--- config.mk ---
export PLATFORM = sky130hd
export DESIGN_NAME = branch_history_table
export DESIGN_NICKNAME = d
export VERILOG_FILES = /design/src/rtl/branch_history_table.sv
export SDC_FILE = /design/constraint.sdc
export NUM_CORES = 1
export LEC_CHECK = 0
export CAP_MARGIN = 0
export CORE_MARGIN = 4
export CORE_UTILIZATION = 57
export CTS_BUF_LIST = sky130_fd_sc_hd__clkbuf_16
export DETAILED_ROUTE_END_ITERATION = 12
export PLACE_DENSITY_LB_ADDON = 0.12
export REMOVE_ABC_BUFFERS = 1
export SKIP_CTS_REPAIR_TIMING = 1
export SYNTH_ARGS = -nofsm -noshare
export SYNTH_HDL_FRONTEND = slang
export SYNTH_SLANG_ARGS = --single-unit
--- constraint.sdc ---
create_clock -name clk -period 5.7 [get_ports clk]
set_input_delay 0.855 -clock clk [delete_from_list [all_inputs] [get_ports clk]]
set_output_delay 0.855 -clock clk [all_outputs]
set_load 0.01 [all_outputs]
--- src/rtl/branch_history_table.sv ---
// Branch direction predictor: table of 2-bit saturating counters with a single write port.
// Optional performance counters are built when BHT_PERF_CNT_EN is defined.
module branch_history_table #(
   parameter int unsigned NUM_ENTRIES = 64,
   parameter logic [1:0]  RESET_STATE = 2'b01
) (
   input  logic        clk,
   input  logic        rst,
   input  logic [31:0] if_pc,
   output logic [1:0]  pred_state,
   output logic        pred_taken,
   output logic        ready,
   input  logic        upd_valid,
   input  logic [31:0] upd_pc,
   input  logic        upd_taken,
   input  logic [1:0]  upd_pred,
   output logic        mispredict,
   output logic [31:0] perf_branches,
   output logic [31:0] perf_mispredicts
);

   localparam int unsigned IDX_W = $clog2(NUM_ENTRIES);
   localparam logic [IDX_W-1:0] LAST_IDX = IDX_W'(NUM_ENTRIES - 1);

   typedef enum logic {
      ST_INIT = 1'b0,
      ST_RUN  = 1'b1
   } state_e;

   state_e            state_q;
   logic [IDX_W-1:0]  init_idx_q;

   logic [1:0]        table_q [NUM_ENTRIES];

   logic              pw_valid_q;
   logic [IDX_W-1:0]  pw_idx_q;
   logic [1:0]        pw_state_q;
   logic              pw_valid_d;
   logic [IDX_W-1:0]  pw_idx_d;
   logic [1:0]        pw_state_d;

   logic [IDX_W-1:0]  lk_idx;
   logic [IDX_W-1:0]  up_idx;
   logic [1:0]        lk_val;
   logic [1:0]        up_cur;
   logic              accept;

   logic              wr_en;
   logic [IDX_W-1:0]  wr_idx;
   logic [1:0]        wr_data;

   logic              unused_bits;

   function automatic logic [1:0] ctr_next(input logic [1:0] cur, input logic taken);
      logic [1:0] nxt;
      if (taken) begin
         nxt = (cur == 2'b11) ? 2'b11 : cur + 2'b01;
      end else begin
         nxt = (cur == 2'b00) ? 2'b00 : cur - 2'b01;
      end
      return nxt;
   endfunction

   assign lk_idx      = if_pc[IDX_W+1:2];
   assign up_idx      = upd_pc[IDX_W+1:2];
   assign ready       = (state_q == ST_RUN);
   assign accept      = upd_valid & ready;
   assign mispredict  = accept & (upd_pred[1] != upd_taken);
   assign pred_taken  = pred_state[1];
   assign unused_bits = ^{if_pc[31:IDX_W+2], if_pc[1:0], upd_pc[31:IDX_W+2], upd_pc[1:0], upd_pred[0]};

   // Init sweep: one entry per cycle, then hold in RUN until the next reset.
   always_ff @(posedge clk) begin
      if (rst) begin
         state_q    <= ST_INIT;
         init_idx_q <= '0;
      end else begin
         case (state_q)
            ST_INIT: begin
               if (init_idx_q == LAST_IDX) begin
                  state_q <= ST_RUN;
               end else begin
                  init_idx_q <= init_idx_q + {{(IDX_W-1){1'b0}}, 1'b1};
               end
            end
            ST_RUN: begin
               state_q <= ST_RUN;
            end
            default: begin
               state_q    <= ST_INIT;
               init_idx_q <= '0;
            end
         endcase
      end
   end

   // Read paths; the pending write overrides the array so back-to-back updates accumulate.
   always_comb begin
      lk_val = table_q[lk_idx];
      if (pw_valid_q && (pw_idx_q == lk_idx)) begin
         lk_val = pw_state_q;
      end else begin
         lk_val = table_q[lk_idx];
      end
      if (state_q == ST_RUN) begin
         pred_state = lk_val;
      end else begin
         pred_state = RESET_STATE;
      end
      if (pw_valid_q && (pw_idx_q == up_idx)) begin
         up_cur = pw_state_q;
      end else begin
         up_cur = table_q[up_idx];
      end
   end

   always_comb begin
      pw_valid_d = accept;
      pw_idx_d   = up_idx;
      pw_state_d = ctr_next(up_cur, upd_taken);
   end

   // Pending-write stage; reset drops any write in flight.
   always_ff @(posedge clk) begin
      if (rst) begin
         pw_valid_q <= 1'b0;
         pw_idx_q   <= '0;
         pw_state_q <= RESET_STATE;
      end else begin
         pw_valid_q <= pw_valid_d;
         pw_idx_q   <= pw_idx_d;
         pw_state_q <= pw_state_d;
      end
   end

   // Single write port shared by the init sweep and the pending write.
   always_comb begin
      wr_en   = 1'b0;
      wr_idx  = init_idx_q;
      wr_data = RESET_STATE;
      if (rst) begin
         wr_en = 1'b0;
      end else if (state_q == ST_INIT) begin
         wr_en = 1'b1;
      end else if (pw_valid_q) begin
         wr_en   = 1'b1;
         wr_idx  = pw_idx_q;
         wr_data = pw_state_q;
      end else begin
         wr_en = 1'b0;
      end
   end

   always_ff @(posedge clk) begin
      if (wr_en) begin
         table_q[wr_idx] <= wr_data;
      end
   end

`ifdef BHT_PERF_CNT_EN
   logic [31:0] perf_br_q;
   logic [31:0] perf_mp_q;

   // Saturating event counters.
   always_ff @(posedge clk) begin
      if (rst) begin
         perf_br_q <= 32'h0000_0000;
         perf_mp_q <= 32'h0000_0000;
      end else begin
         if (accept && (perf_br_q != 32'hFFFF_FFFF)) begin
            perf_br_q <= perf_br_q + 32'h0000_0001;
         end
         if (mispredict && (perf_mp_q != 32'hFFFF_FFFF)) begin
            perf_mp_q <= perf_mp_q + 32'h0000_0001;
         end
      end
   end

   assign perf_branches    = perf_br_q;
   assign perf_mispredicts = perf_mp_q;
`else
   assign perf_branches    = 32'h0000_0000;
   assign perf_mispredicts = 32'h0000_0000;
`endif

endmodule

Word-level counts from Yosys, hierarchy flattened
Memories as Yosys holds them, arrays and structs flattened.
Index checks and enable logic that the tools add are counted.
{"block": "totals", "reg_bits": 16, "mem_bits_rw": 128, "inputBits": 70, "out_inout_bits": 69, "wordCells": 41, "mem_count": 1}
{"name": "table_q", "depth": 64, "width": 2, "rd": 2, "rd_ports_with_merged_regs": 0, "wr": 1, "line": "33", "rtl": "logic [1:0] table_q [NUM_ENTRIES];"}
{"block": "op_classes", "addsub": 3, "eq_ne": 5, "mux": 19, "n_bitwise": 4, "n_reduce_logical": 4}
{"operator": "2-bit two-way mux", "count": 9}
{"operator": "6-bit two-way mux", "count": 3}
{"operator": "6-bit equality test", "count": 2}
{"operator": "6-bit by 1-bit adder with 6-bit output, second input constant", "count": 1}
{"operator": "6-bit equality test, second input constant", "count": 1}
{"operator": "1-bit two-way mux", "count": 6}
{"operator": "2-bit by 1-bit adder with 2-bit output, second input constant", "count": 1}
{"operator": "1-bit bitwise AND", "count": 2}
{"operator": "2-bit equality test, second input constant", "count": 1}
{"operator": "1-bit logical AND", "count": 2}
{"operator": "2-bit zero test", "count": 1}
{"operator": "1-bit NOT", "count": 2}
{"operator": "1-bit case mux with 2 select lines", "count": 1}
{"operator": "2-bit AND reduction", "count": 1}
{"operator": "2-bit by 1-bit subtractor with 2-bit output, second input constant", "count": 1}
{"operator": "1-bit != test", "count": 1}

Depth between registers and ports, before layout
Gate-level depths: netlist (run 1).
{"block": "logic_depth", "depth_word": 6, "depth_mapped": 10, "ltp_nobuf": 7}

Worst setup path before layout (run 1)
OpenSTA, ideal clock, no wires.
{"block": "synth_path", "kind": "input to output", "start": "input port if_pc[3]", "end": "output port pred_state[1]", "t_arrival_ps": 3029, "t_required_ps": 4845, "path_slack_ps": 1816, "stages": 8, "n_path_buf": 3, "path_cell_list": "clkbuf_1 > clkbuf_1 > mux4_2 > mux4_2 > mux4_2 > nand3_1 > o21ai_1 > buf_4"}
{"block": "synth_via", "elab_chain_cells": 4, "elab_cells_between_ends": 5, "classes_between": "eq/ne: 1; mux: 2; reduce/logical: 1; memory: 1"}
{"element": "start, declared", "line": "9", "rtl": "input logic [31:0] if_pc,"}
{"element": "branches (longest 2 deep; another with memory read 64 x 2 bit)"}
{"element": "2-bit two-way mux *", "line": "100", "rtl": "if (pw_valid_q && (pw_idx_q == lk_idx)) begin"}
{"element": "2-bit two-way mux *", "line": "105", "rtl": "if (state_q == ST_RUN) begin"}
{"element": "end, declared", "line": "10", "rtl": "output logic [1:0] pred_state,"}
Every way passes the cells marked *.

Worst setup path after layout (run 1)
{"block": "layout_path", "start": "input port if_pc[3]", "end": "output port pred_state[0]"}
Same word-level chain as after synthesis.

==> results of run 1 <==
per-stage QoR:
| stage | utilization, % | setup WS (ns) | hold slack [ns] | cell area [um^2] | instances |
|---|---|---|---|---|---|
| after floorplan | - | 2.37 | 0.491 | 7370 | 535 |
| after global placement | 58.9 | 0.953 | 0.540 | 7830 | 736 |
| after detailed placement | 58.9 | 0.929 | 0.546 | 7830 | 736 |
| after CTS | 63.0 | 0.927 | 0.558 | 8380 | 768 |
| after global routing | 63.0 | 0.884 | 0.586 | 8380 | 768 |
| final | 63.0 | 0.933 | 0.565 | 8380 | 768 |
registers in the layout (all words and copies together), names as in the netlist:
name        cells
init_idx_q      6
pw_idx_q        6
pw_state_q      2
pw_valid_q      1
ready           1
table_q       128
per-layer routing:
| layer | vias up | track usage [%] |
|---|---|---|
| li1 | 2056 | - |
| met1 | 2446 | 33.0 |
| met2 | 270 | 36.3 |
| met3 | 27 | 6.82 |
| met4 | 0 | 9.38 |
| met5 | - | 0 |
synthesized netlist by cell type, types with 4 or more instances:
library cell	count	share of area, %
sky130_fd_sc_hd__clkbuf_1	20	0.96
sky130_fd_sc_hd__nand2b_1	5	0.40
sky130_fd_sc_hd__xnor2_1	9	1.0
sky130_fd_sc_hd__mux4_2	65	19
sky130_fd_sc_hd__dfxtp_1	16	4.1
sky130_fd_sc_hd__xor2_1	8	0.90
sky130_fd_sc_hd__a21oi_1	6	0.39
sky130_fd_sc_hd__buf_4	67	6.5
sky130_fd_sc_hd__a22oi_1	9	0.87
sky130_fd_sc_hd__o21ai_0	6	0.39
sky130_fd_sc_hd__inv_1	5	0.24
sky130_fd_sc_hd__nor2b_1	9	0.72
sky130_fd_sc_hd__nand4_1	7	0.56
sky130_fd_sc_hd__buf_2	7	0.45
sky130_fd_sc_hd__mux2i_1	23	3.0
sky130_fd_sc_hd__nand3_1	18	1.2
sky130_fd_sc_hd__edfxtp_1	128	49
sky130_fd_sc_hd__nor2_1	85	4.1
sky130_fd_sc_hd__or2_2	4	0.32
sky130_fd_sc_hd__nand2_1	29	1.4
power breakdown:
part / total, uW / internal, uW / switching, uW
clock: 1020 / 595 / 429
combinational: 186 / 75.7 / 111
sequential: 1150 / 1140 / 9.31
path summary, 6_finish.rpt:
| path | start | to | slack, ns | depth (start not counted) |
|---|---|---|---|---|
| setup reg to reg | ready | table_q[54][1] | 2.95 | 3 |
| hold / removal | init_idx_q[5] | init_idx_q[5] | 0.56 | 2 |
| setup / recovery | if_pc[3] | pred_state[0] | 0.93 | 8 |
| hold reg to reg | init_idx_q[5] | init_idx_q[5] | 0.56 | 2 |
cell families (layout without fill, tap and decap cells):
group,after synthesis,in the layout,synth area share [%]
muxes,90,90,22.0
buffers and inverters,104,62,8.64
AOI/OAI and AO/OA,44,44,3.95
adders and majority gates,1,1,0.161
xor gates and xnor gates,17,17,1.91
other,1,64,0.0481
DFF,144,144,53.5
and+or+nand+nor,170,170,9.80
cell type report:
cell class / instances / area (um^2)
inverter: 5 / 18.8
clock inverter: 15 / 121
timing repair buffer: 25 / 238
fill: 1008 / 4920
clock buffer: 17 / 425
sequential: 144 / 4160
multi-input combinational: 386 / 3190
tap: 176 / 220
critical path: stages:
cell and delay, ns:
sky130_fd_sc_hd__clkdlybuf4s50_1 0.45, sky130_fd_sc_hd__buf_4 0.44, sky130_fd_sc_hd__mux4_2 0.41, sky130_fd_sc_hd__mux4_2 0.51, sky130_fd_sc_hd__mux4_2 0.50, sky130_fd_sc_hd__mux2i_1 0.17, sky130_fd_sc_hd__nand2_1 0.07, sky130_fd_sc_hd__clkdlybuf4s50_1 0.49
==> results summary, run 1 <==
The detailed-route DRC error count came out at 0. The length of the first detailed-routing pass in iterations is 5. After the last flow step, the layout net total stands at 650. The leakage dissipation came out at 0.00273 uW. The worst-case clock skew is 0.0107 ns. The count of distinct cell types in the synthesized netlist came out at 46.

The via count came out at 4,799. The maximum level of the CTS H-tree is 4. Dividing the synthesized area by the synthesized cell count gives 13.6 um^2. The core box area came out at 13,300 um^2. The arrival time at the worst endpoint is 3.91 ns. The detailed route wirelength on metal3 came out at 1900 um.

Cells with a size suffix above 1 make up 18.4% of the layout. The synthesis-to-finish area growth is 7.55%. The fraction of registers with async set/reset came out at 0%. The total power per unit cell area came out at 282 nW/um^2. The required time of the critical path is 4.85 ns. The post-synthesis sequential area ratio is 53.5%. The hold violation total from the final report is 0. The routed design has 18,300 um of wire. The number of antenna violations at the first check in global routing was 0.

The path type of the worst min-delay path is register to register. Leaving out fill and tap cells, the most frequent cells in the layout are sky130_fd_sc_hd__edfxtp_1, sky130_fd_sc_hd__nor2_1, sky130_fd_sc_hd__mux4_2. The placed wire-length estimate after detailed placement came out at 12,200 um. The final total negative setup slack is 0 ns.

Summed over all nets, wire length on met2 after detailed routing comes to 8500 um. 0 antenna diodes ended up in the layout. The maximum number of pins on one net before global-route repair came out at 65. The area enclosed by the die boundary came out at 15,600 um^2. The die boundary width is 125 um. In the synthesized netlist the dominant register cell turns out to be sky130_fd_sc_hd__edfxtp_1.

The initial utilization of the core area, before any placement, comes to 58.6%. Synthesis produced a netlist whose cell count is 571. The minimum clock period came out at 4.77 ns. The per-cell routed wire length is 23.9 um. The detailed-routing wirelength on met1 came out at 7410 um. The total power of the final layout is 2360 uW.

The total of max-cap violations came out at 0. By startpoint and endpoint, the worst setup path is classified as primary input to output port. The global-route usage over all layers is 23.9%. The final setup violation count is 0. For the pin with the worst max-slew slack, the measured transition is 1.19 ns. The sum of overflow across all layers after global routing came out at 0.

The run finished with clean final reports. The total standard cell area after synthesis came out at 7790 um^2. The detailed-route vias per instance is 6.25. The top achievable clock speed came out at 210 MHz. The worst vdd rail ir drop is 0.182 mV. STA classifies the critical path startpoint as a primary input.

The clock network latency to the later pin of the worst-skew pair came out at 0.43 ns. The count of flip-flops with a built-in enable after synthesis is 128. The final cycle utilization of the critical path came out at 83.6%. The remaining antenna violation count is 0. The buffer cell driving the clock tree root is sky130_fd_sc_hd__clkbuf_16. The placer's final routability congestion estimate is 0.882. The count of buffers from port buffering is 21. The most common cell after layout, fill and taps aside is sky130_fd_sc_hd__edfxtp_1. The worst setup path is captured at an output port. The floorplan has 42 rows. The number of buffers between clock root and the deepest sink is 2. The number of clock buffers inserted by TritonCTS came out at 17.

In this run, the number of DRC markers left after iteration 0 of detailed routing was 645. The max-slew violation count is 0. The worst pin sits at a relative slew slack of 20.9%.

The CTS tree is yes. The first global-routing pass estimated 27,500 um of wire. The die height came out at 125 um.

The via count of the first global-routing pass came out at 4,573. The clock transition time at the flip-flop clock pins of the worst setup and hold paths is 0.06 ns. The CTS sink count came out at 144. In this run the count of I/O pins placed on the die edge is 139. After synthesis the netlist holds a flip-flop and latch count of 144. In this run the top signal layer used is met4. Of all nets on the critical path, the largest fanout is 33.

Setup repair after global routing left no endpoint under its margin. The Yosys warning count is 0.
Note: power is estimated with default switching activity, not from simulation.
==> inputs of run 2 (changes only) <==
--- a/config.mk
+++ b/config.mk
@@ -7,7 +7,7 @@
 export LEC_CHECK = 0
 export CAP_MARGIN = 0
 export CORE_MARGIN = 4
-export CORE_UTILIZATION = 57
+export CORE_UTILIZATION = 53
 export CTS_BUF_LIST = sky130_fd_sc_hd__clkbuf_16
 export DETAILED_ROUTE_END_ITERATION = 12
 export PLACE_DENSITY_LB_ADDON = 0.12
==> constraint.sdc (replaced) <==
create_clock -name clk -period 4.9 [get_ports clk]
set_input_delay 0.735 -clock clk [delete_from_list [all_inputs] [get_ports clk]]
set_output_delay 0.735 -clock clk [all_outputs]
set_load 0.01 [all_outputs]
==> run 2 against run 1 <==
  * Sequential share of layout area fell by 0.64 points
  * Via count barely moved
  * Total power rose by 20%
  * Clock skew rose by 0.00056 ns
  * Final cell count rose by 1.7%
==> results summary, run 2 (same netlist as run 1, synthesis figures left out) <==
The run finished with clean final reports. The worst-case clock skew came to 0.0113 ns (+0.000561 ns). The critical path in this run is classified as primary input to output port. The wire length of the first global-routing pass came out at 29,000 um (+5.3%). The die height is 129 um (+3.5%).

The total number of placement rows is 44 (+4.8%). The wire length reported by the detailed router is 19,100 um (+4.4%). The max-slew violation count was 0 (unchanged).

The required time of the critical path is 4.16 ns (-0.69 ns). The maximum number of pins on one net before global-route repair came out at 65 (unchanged). The placed wire-length estimate after detailed placement is 12,900 um (+5.9%).

After global routing, the most crowded layer is met2. The detailed-route DRC error count is 0 (unchanged). The number of diodes came out at 0 (unchanged). The hold violation total from the final report is 0 (unchanged).

The starting density of the core is 53.8% (-4.8 points). The remaining antenna violation count came out at 0 (unchanged). The maximum single-stage delay on the critical path is 0.53 ns (+0.02 ns). The via count is 4,803 (+0.083%). The global-route met1 utilization came out at 32.6% (-0.47 points). The share of post-route cells with drive strength above 1 is 18.9% (+0.52 points). The length of the first detailed-routing pass in iterations is 7 (+2).

The placer's final routability congestion estimate is 0.898 (+1.9%). For this design, the slowest cell found on the critical path is sky130_fd_sc_hd__mux4_2. The number of nets in the layout was 656 (+0.92%). STA classifies the critical path startpoint as a primary input. The number of clock buffers inserted by TritonCTS came out at 17 (unchanged). The critical-path maximum fanout is 33 (unchanged). The final total negative setup slack came out at 0 ns (unchanged). The relative max-transition margin came out at 20.6% (-0.36 points). The total power per unit cell area is 335 nW/um^2 (+19%). The buffer cell driving the clock tree root is sky130_fd_sc_hd__clkbuf_16. The met3 usage came to 6.64% (-0.18 points). The top achievable clock speed is 229 MHz. The reg2reg setup slack is 2.23 ns (-0.72 ns).

The number of buffers between clock root and the deepest sink came out at 2 (unchanged). The arrival time at the worst endpoint came out at 3.63 ns (-0.28 ns). The type of destination of the critical path is an output port. The leakage dissipation is 0.00278 uW (+1.9%). The global-route usage over all layers came out at 24.2% (+0.30 points). The number of top-level pins came out at 139 (unchanged). The detailed-route vias per instance is 6.15 (-1.6%). The final setup violation count is 0 (unchanged). The critical path goes through clkdlybuf4s50_1, buf_12, mux4_2, mux4_2, mux4_2, nand3_1, o21ai_1, clkdlybuf4s50_1.

The area enclosed by the die boundary came out at 16,700 um^2 (+7.1%). The met2 usage is 39.0% (+2.7 points). The via count of the first global-routing pass is 4,736 (+3.6%). The synthesis-to-finish area growth came out at 8.96%. The most common cell after layout, fill and taps aside is sky130_fd_sc_hd__edfxtp_1.

The worst vdd rail ir drop came to 0.257 mV (+41%). The top cell types in the final layout, fill and taps aside, are sky130_fd_sc_hd__edfxtp_1, sky130_fd_sc_hd__nor2_1, sky130_fd_sc_hd__mux4_2. The count of routing violations after the opening detailed-route iteration is 512 (-21%).

The maximum level of the CTS H-tree is 4 (unchanged). The per-cell routed wire length is 24.5 um (+2.6%). The number of antenna violations at the first check in global routing came out at 0 (unchanged).

The CTS sink count was 144 (unchanged). The total of max-cap violations is 0 (unchanged). In the final layout, the registers with the most flip-flops are table_q x128, init_idx_q x6, pw_idx_q x6. Counting stages on the worst path, the most repeated cell is sky130_fd_sc_hd__mux4_2.

The sum of overflow across all layers after global routing was 0 (unchanged). The count of buffers from port buffering came to 21 (unchanged). Setup repair after global routing left no endpoint under its margin. The slew of the pin with the lowest slew margin is 1.19 ns (+0.00536 ns). The minimum clock period is 4.36 ns. The worst hold path belongs to the class register to register. The flip-flop count of the largest register, all copies and words added was 128 (unchanged). The final design utilization is 58.6% (-4.4 points).

The core box area is 14,500 um^2 (+8.9%). Counting flops per register, the top entry is table_q. TritonCTS built the clock tree. The die boundary width is 129 um (+3.5%). The clock network latency to the later pin of the worst-skew pair is 0.43 ns (about the same). The final cycle utilization of the critical path came out at 89.1%. The clock transition time at the flip-flop clock pins of the worst setup and hold paths is 0.06 ns (about the same).
[run 2: cell count changes in the layout (fill, tap and decap cells not counted)]
cell                         delta
sky130_fd_sc_hd__buf_12         +2
sky130_fd_sc_hd__buf_4          +4
sky130_fd_sc_hd__bufinv_16      +2
sky130_fd_sc_hd__clkinv_1       +1
sky130_fd_sc_hd__clkinv_2       -1
sky130_fd_sc_hd__clkinv_4       -3
sky130_fd_sc_hd__clkinvlp_4     -1
sky130_fd_sc_hd__inv_1          +1
sky130_fd_sc_hd__or3_1          -1
sky130_fd_sc_hd__or3_2          +1
[run 2: per-stage QoR]
stage                     total power [uW]  setup slack, ns  instance area, um^2  cells  hold WS [ns]
final                                 2840            0.536                 8490    781         0.552
after global routing                  2930            0.433                 8490    781         0.598
after CTS                             2850            0.551                 8490    781         0.550
after detailed placement              1580            0.546                 7910    750         0.540
after global placement                1580            0.569                 7910    750         0.532
after floorplan                       1480             1.81                 7370    535         0.491
[run 2: final timing paths]
kind / from / endpoint / cells past startpoint
worst min-delay path: init_idx_q[5] / init_idx_q[5] / 2
worst min register to register: init_idx_q[5] / init_idx_q[5] / 2
worst max register to register: ready / table_q[16][1] / 5
worst max-delay path: if_pc[3] / pred_taken / 8
[run 2: per-layer routing]
layer	wire, um	share of wire (%)	vias to the layer above
met5	0	0	-
li1	-	-	2075
met1	7840	41	2477
met3	1550	8.1	28
met2	9390	49	223
met4	367	1.9	0
[run 2: worst max-delay path: cells and delay by family]
kind	cells	cell delay, ns
compound gates	1	0.09
mux	3	1.43
simple gates	1	0.10
buf+inv	3	1.24
[run 2: where the power goes]
part / switching [uW] / internal [uW]
sequential: 11.0 / 1330
clock: 497 / 787
combinational: 130 / 91.6
total: 638 / 2200
[run 2: final cells by class]
type	count	area, um^2
Fill cell	1113	5990
Timing Repair Buffer	31	308
Multi-Input combinational cell	386	3190
Tap cell	184	230
Inverter	5	18.8
Sequential cell	144	4160
Clock inverter	14	150
Clock buffer	17	425
